**config.mk**
```make
export PLATFORM = sky130hd
export DESIGN_NAME = state_streamer
export DESIGN_NICKNAME = d
export VERILOG_FILES = /design/src/rtl/state_streamer.sv
export SDC_FILE = /design/constraint.sdc
export NUM_CORES = 1
export LEC_CHECK = 0
export CORE_AREA = 5 5 201 203
export CTS_CLUSTER_SIZE = 25
export DETAILED_ROUTE_END_ITERATION = 8
export DIE_AREA = 0 0 206 208
export MAX_ROUTING_LAYER = met4
export PLACE_DENSITY = 0.68
export SLEW_MARGIN = 20
export SYNTH_ARGS = -nofsm -noshare
export SYNTH_HDL_FRONTEND = slang
export SYNTH_SLANG_ARGS = --single-unit
```
**constraint.sdc**
```tcl
create_clock -name clk -period 2.6 [get_ports clk]
set_input_delay 0.26 -clock clk [delete_from_list [all_inputs] [get_ports clk]]
set_output_delay 0.26 -clock clk [all_outputs]
set_load 0.01 [all_outputs]
```
**src/rtl/state_streamer.sv**
```systemverilog
// Byte-serial debug readout: snapshots one of CHANNELS status vectors in a single
// cycle and streams it as header, length, data and XOR checksum over valid/ready.
module state_streamer #(
  parameter int unsigned CHANNELS  = 4,
  parameter int unsigned WIDTH     = 128,
  parameter bit          MSB_FIRST = 1'b1
) (
  input  logic                      clk,
  input  logic                      rst_n,
  input  logic [CHANNELS*WIDTH-1:0] chan_data,
  input  logic [3:0]                chan_sel,
  input  logic                      req,
  output logic [7:0]                out_byte,
  output logic                      out_valid,
  input  logic                      out_ready,
  output logic                      out_last,
  output logic                      busy,
  output logic                      err
);

  localparam int unsigned NBYTES = WIDTH / 8;
  localparam int unsigned IW     = $clog2(NBYTES) + 1;
  localparam logic [IW-1:0] LAST_IDX = IW'(NBYTES - 1);

  localparam logic [2:0] IDLE = 3'd0;
  localparam logic [2:0] HDR  = 3'd1;
  localparam logic [2:0] LEN  = 3'd2;
  localparam logic [2:0] DATA = 3'd3;
  localparam logic [2:0] CSUM = 3'd4;

  logic [2:0]       state, state_n;
  logic [WIDTH-1:0] snap, snap_n;
  logic [IW-1:0]    idx, idx_n;
  logic [7:0]       csum, csum_n;
  logic [7:0]       byte_n;
  logic             valid_n, last_n, busy_n, err_n;

  logic             xfer;
  logic             sel_ok;
  logic [WIDTH-1:0] chan_pick;
  logic [WIDTH-1:0] ordered;
  logic [IW-1:0]    idx_inc;

  assign xfer      = out_valid && out_ready;
  assign sel_ok    = 32'(chan_sel) < CHANNELS;
  assign chan_pick = WIDTH'(chan_data >> (32'(chan_sel) * WIDTH));
  assign idx_inc   = idx + IW'(1);

  // Reorder the snapshot so that transmit byte i always sits at ordered[8i +: 8].
  for (genvar i = 0; i < NBYTES; i++) begin : g_order
    if (MSB_FIRST) begin : g_msb
      assign ordered[8*i +: 8] = snap[WIDTH-1-8*i -: 8];
    end else begin : g_lsb
      assign ordered[8*i +: 8] = snap[8*i +: 8];
    end
  end

  always_ff @(posedge clk) begin
    if (!rst_n) begin
      state     <= IDLE;
      snap      <= '0;
      idx       <= '0;
      csum      <= '0;
      out_byte  <= 8'h00;
      out_valid <= 1'b0;
      out_last  <= 1'b0;
      busy      <= 1'b0;
      err       <= 1'b0;
    end else begin
      state     <= state_n;
      snap      <= snap_n;
      idx       <= idx_n;
      csum      <= csum_n;
      out_byte  <= byte_n;
      out_valid <= valid_n;
      out_last  <= last_n;
      busy      <= busy_n;
      err       <= err_n;
    end
  end

  // Next-state and next-output logic; everything holds unless a transfer or request moves it.
  always_comb begin
    state_n = state;
    snap_n  = snap;
    idx_n   = idx;
    csum_n  = csum;
    byte_n  = out_byte;
    valid_n = out_valid;
    last_n  = out_last;
    busy_n  = busy;
    err_n   = 1'b0;

    case (state)
      IDLE: begin
        if (req) begin
          if (sel_ok) begin
            state_n = HDR;
            snap_n  = chan_pick;
            idx_n   = '0;
            csum_n  = 8'h00;
            byte_n  = {4'hA, chan_sel};
            valid_n = 1'b1;
            last_n  = 1'b0;
            busy_n  = 1'b1;
          end else begin
            err_n = 1'b1;
          end
        end
      end
      HDR: begin
        if (xfer) begin
          state_n = LEN;
          csum_n  = csum ^ out_byte;
          byte_n  = 8'(NBYTES);
        end
      end
      LEN: begin
        if (xfer) begin
          state_n = DATA;
          csum_n  = csum ^ out_byte;
          idx_n   = '0;
          byte_n  = ordered[7:0];
        end
      end
      DATA: begin
        if (xfer) begin
          csum_n = csum ^ out_byte;
          if (idx == LAST_IDX) begin
            state_n = CSUM;
            byte_n  = csum ^ out_byte;
            last_n  = 1'b1;
          end else begin
            idx_n  = idx_inc;
            byte_n = 8'(ordered >> {idx_inc, 3'b000});
          end
        end
      end
      CSUM: begin
        if (xfer) begin
          state_n = IDLE;
          byte_n  = 8'h00;
          valid_n = 1'b0;
          last_n  = 1'b0;
          busy_n  = 1'b0;
        end
      end
      default: begin
        state_n = IDLE;
        byte_n  = 8'h00;
        valid_n = 1'b0;
        last_n  = 1'b0;
        busy_n  = 1'b0;
      end
    endcase
  end

endmodule
```
# ---- Word-level counts from Yosys, hierarchy flattened
# Index checks and enable logic that the tools add are counted.
dict set report classes {
  n_eq_ne 14
  magnitude_cmp 1
  reduce_logical 14
  shifts 2
  add_sub_neg 1
  n_mux 36
  n_bitwise 3
}
# cell n
set ops {}
lappend ops {{512-bit by 11-bit right shift with 128-bit output} 1}
lappend ops {{128-bit by 8-bit right shift with 8-bit output} 1}
lappend ops {{8-bit 2-to-1 mux} 10}
lappend ops {{8-bit one-hot mux with 5 select lines} 1}
lappend ops {{5-bit 2-to-1 mux} 5}
lappend ops {{3-bit 2-to-1 mux} 7}
lappend ops {{6-bit AND reduction} 3}
lappend ops {{2-bit inequality test (second input constant)} 8}
lappend ops {{8-bit one-hot mux with 2 select lines} 1}
lappend ops {{3-bit one-hot mux with 5 select lines} 1}
lappend ops {{5-bit one-hot mux with 3 select lines} 1}
lappend ops {{1-bit 2-to-1 mux} 8}
lappend ops {{4-bit AND reduction} 2}
lappend ops {{8-bit XOR} 1}
lappend ops {{7-bit AND reduction} 1}
lappend ops {{3-bit by 2-bit == test with 1-bit output (second input constant)} 2}
lappend ops {{3-bit AND reduction} 2}
lappend ops {{5-bit by 1-bit adder with 5-bit output (second input constant)} 1}
lappend ops {{5-bit by 4-bit == test with 1-bit output (second input constant)} 1}
lappend ops {{4-bit by 3-bit less-than comparator with 1-bit output (second input constant)} 1}
lappend ops {{1-bit one-hot mux with 4 select lines} 1}
lappend ops {{3-bit by 1-bit == test with 1-bit output (second input constant)} 1}
lappend ops {{3-bit == test (second input constant)} 1}
lappend ops {{3-bit logical NOT} 1}
lappend ops {{8 further kinds} 9}
dict set report totals {
  output_inout_bits 12
  in_bits 520
  register_bits 155
}

# ---- Logic depth before layout (Yosys ltp)
# Gate-level depths: netlist of run 1.
dict set report depth {
  depth_word 5
  depth_mapped 9
  mapped_depth_nobuf 9
}

# ---- Worst setup path after synthesis of run 1
# No wires, ideal clock.
dict set report synth_timing {
  kind {register to register}
  from {reg idx[0]}
  to {reg out_byte[2]}
  required_ps 2514
  slack_ps 360
  arrival_ps 2155
  path_stages_with_launch 9
  synth_period_minus_slack_ps 2240
  path_cell_list {dfxtp_1 -> ha_1 -> and3_1 -> ha_1 -> nor3b_1 -> clkbuf_1 -> and2b_1 -> a31oi_1 -> a211oi_1}
}
dict set report synth_via {
  elab_chain_len 5
  elab_cells_between_ends 6
  cone_classes {1 x add/sub; 1 x eq/ne; 1 x shift; 3 x mux}
}
# element line
set synth_rtl {}
lappend synth_rtl {{start, declared} 33} ;# logic [IW-1:0] idx, idx_n;
lappend synth_rtl {{start signal, assigned} 72} ;# idx <= idx_n;
lappend synth_rtl {{5-bit by 1-bit adder with 5-bit output} 47} ;# assign idx_inc = idx + IW'(1);
lappend synth_rtl {{128-bit by 8-bit right shift with 8-bit output} 135} ;# byte_n = 8'(ordered >> {idx_inc, 3'b000});
lappend synth_rtl {{8-bit 2-to-1 mux (*)} 129} ;# if (idx == LAST_IDX) begin
lappend synth_rtl {{8-bit 2-to-1 mux (*)} 127} ;# if (xfer) begin
lappend synth_rtl {{8-bit one-hot mux with 5 select lines (*)} 94} ;# case (state)
lappend synth_rtl {{end signal, assigned} 74} ;# out_byte <= byte_n;
lappend synth_rtl {{end, declared} 13} ;# output logic [7:0] out_byte,
# Every way passes the cells marked *; elsewhere a longest branch is shown, timed or not. The select of a mux whose other input is x is not followed.
# A chain may end at the register's enable or synchronous reset.

# ---- Final worst setup path of run 1
dict set report layout_timing {
  from {reg idx[1]}
  to {reg out_byte[0]}
}
# Same word-level chain as after synthesis.

==> results of run 1 <==
report_power, final:
group	internal (mW)	total (mW)	switching, mW
Combinational	1.14	1.72	0.577
Sequential	2.46	2.52	0.0625
Clock	1.53	2.52	0.988
Total	5.13	6.76	1.63
through the flow:
step / cell area [µm²] / hold slack, ps / util [%]
after global routing: 16700 / 471 / 43.7
final: 16700 / 452 / 43.7
after global placement: 16100 / 443 / 42.0
after floorplan: 10000 / 393 / -
after detailed placement: 16100 / 446 / 42.0
after CTS: 16700 / 442 / 43.6
worst paths after layout:
| kind | from | endpoint | slack, ps | cells after the start |
|---|---|---|---|---|
| max | idx[1] | out_byte[0] | 270 | 8 |
| min reg2reg | snap[102] | snap[102] | 450 | 2 |
| max reg2reg | idx[1] | out_byte[0] | 270 | 8 |
| min | req | err | 450 | 3 |
worst max-delay path, cell delays in order (launching register included):
cell and delay, ps:
dfxtp_1 340, ha_2 240, and3_1 200, ha_1 300, nor3b_1 230, buf_4 240, and2b_1 240, nand4_1 210
a211oi_1 250
logic make-up (layout without fill, tap and decap cells):
group	after synthesis	after routing
AND/OR/NAND/NOR	408	408
flip-flops	155	155
multiplexers	165	165
adder cells (fa/ha/maj)	2	2
XOR/XNOR	4	4
other	0	4
AO/OA/AOI/OAI	226	226
buffers and inverters	107	626
placed cells by master, fill, tap and decap left out, drive strengths merged, types with 10 or more instances in the layout:
| cell | Yosys | layout |
|---|---|---|
| nor2 | 27 | 27 |
| buf | 40 | 54 |
| clkbuf | 57 | 22 |
| a21oi | 164 | 164 |
| a211oi | 11 | 11 |
| o21ai | 22 | 22 |
| inv | 10 | 10 |
| mux2i | 21 | 21 |
| clkdlybuf4s50 | 0 | 529 |
| nand2 | 300 | 300 |
| nor3 | 14 | 14 |
| nand3 | 18 | 18 |
| mux4 | 139 | 139 |
| dfxtp | 155 | 155 |
state kept, by name, indices dropped and copies added (netlist names):
name      flops
busy          1
err           1
state         3
snap        128
idx           5
out_byte      8
out_last      1
csum          8
timing repair:
| action | 4_1_cts | 5_1_grt |
|---|---|---|
| setup endpoints to repair | 0 | 4 |
| setup buffers | 0 | 3 |
| gates resized for setup | 0 | 1 |
area by class of cell:
class / count / area [µm²]
Antenna cell: 4 / 10.0
Clock buffer: 21 / 450
Clock inverter: 11 / 145
Fill cell: 3687 / 21600
Inverter: 10 / 40.0
Multi-Input combinational cell: 805 / 6480
Sequential cell: 155 / 3100
Tap cell: 518 / 648
Timing Repair Buffer: 584 / 5840
metal layers:
layer	global-route usage (%)	up-vias	wire length (µm)
met3	3.04	40	2150
met2	36.0	392	23100
li1	-	4961	-
met1	27.5	5127	19800
met5	-	-	0
met4	5.16	0	1080
==> impl_results.md, run 1 <==
* Pleak at between 5 and 6 nW
* Status: finished, final reports clean
* Count leader, synth: nand2_1
* Peak Freq at ~0.43 GHz
* Critical Path Fanout Max at 13
* CTS tree: yes
* Max cap viols at 0
* VDD IR-drop max at 445 µV
* Congestion Overflow GR at 0
* Register area share after synthesis at 31.0%
* Initial core utilization at between 20% and 30%
* Mapped Cells at 1067
* Avg Cell Area, Syn at around 9.4 µm²
* DRC Markers at 0
* IO Port Bufs at between 500 and 600
* DR vias/cell at between 4 and 5
* Syn nets at approximately 1600
* Pwr/cell area at 404 nW/µm²
* Most used DFF post-synth: dfxtp_1
* Layout net count at between 2000 and 2500
* Top cells by area, synth: mux4_2, dfxtp_1, nand2_1, a21oi_1, clkbuf_1
* Largest net degree at the start of global routing at about 110
* Total wire length at between 40 and 50 mm
* Post-CTS Hold Fix Bufs at 0
* Yosys warning count at 0
* CP startpoint kind: flip-flop
* Final max-slew violation count at 0
* Pwr Total at approximately 6.8 mW
* Fin crit share at between 80% and 90%
* Largest family of logic cells by synthesized area: multiplexers
* Post-synthesis adder-cell area fraction at 0.250%
* Actual slew at the worst max-slew pin at between 600 and 700 ps
* Placement Rows at 72
* Synth top cells by count: nand2_1, a21oi_1, dfxtp_1, mux4_2, clkbuf_1
* Cell taking the most area after synthesis: mux4_2
* Post-synth top area share at roughly 31%
* Routed WL per cell at between 20 and 25 µm
* Worst-skew pair later-pin latency at ~430 ps
* Final worst clock skew at about 12 ps
* Async SR Flop Fraction at 0%
* Total GRT Usage at 21.5%
* Routed Antenna Nets at 0
* Critical path arrival at roughly 2700 ps
* Req. time, crit path at 2940 ps
* CTS sink count at ~160
* Simple-Gate Fraction of Synth Area at ~17%
* Ports at around 530
* Synth Area in Compound Gates at between 10% and 20%
* H-tree depth at 4
* XOR/XNOR Fraction of Synth Area at 0.500%
* Post-synthesis cell type count at 52
* Non-Filler Instances at ~2100
* Share of cells above drive strength 1 at 15.0%
* Drt first pass iters at 7
* Cell total after placement at ~2100
* Hold WC Path Type: primary input to flip-flop
* Via count at 10500
* # setup viols final at 0
* Reg clk slew, reported paths at around 70 ps
* Root Buffer: clkbuf_16
* Pre-CTS setup slack at approximately 130 ps
* Number of global-route vias before repair at 10900
* Die extent in x at between 200 and 250 µm
* Synthesized area at 10000 µm²
* Tmin final at between 2000 and 2500 ps
* Synthesized flop and latch total at about 160
* DIE AREA at between 40000 and 50000 µm²
* Setup ws final at between 200 and 300 ps
* Post-synthesis mux area share at between 30% and 40%
* Num CTS Buffers at 17
* Critical Path End Type: flip-flop
* EDFF count, synth at 0
* Fin. Hold Viols at 0
* RSZ-0062 raised after global routing: no
* Detailed placement HPWL at roughly 39 mm
* DR iter-0 viols at 582
* Core ar. at roughly 38000 µm²
* WS Path Type: flip-flop to flip-flop
* Gpl congestion at 0.886
* Die Y at about 210 µm
* Setup TNS at 0 ps
* First-pass GRT wire length at approximately 68 mm
* Initial antenna violation count at 4
* Slew Limit Headroom at 55.3%
* Synth-to-layout area growth at 67.0%
* Clock buffer depth at 2
Note: power is estimated with default switching activity, not from simulation.
==> inputs of run 2 (changes only) <==
Settings changed: CTS_CLUSTER_DIAMETER set to 50.
==> results of run 2 <==
Same layout as run 1: the final DEF is identical, and so are final timing and power.
==> inputs of run 3 (changes only) <==
Settings changed: CAP_MARGIN set to 10, HOLD_SLACK_MARGIN set to 0.1, SETUP_SLACK_MARGIN set to 0.05.
==> results of run 3 <==
Same layout as run 1: the final DEF is identical, and so are final timing and power.
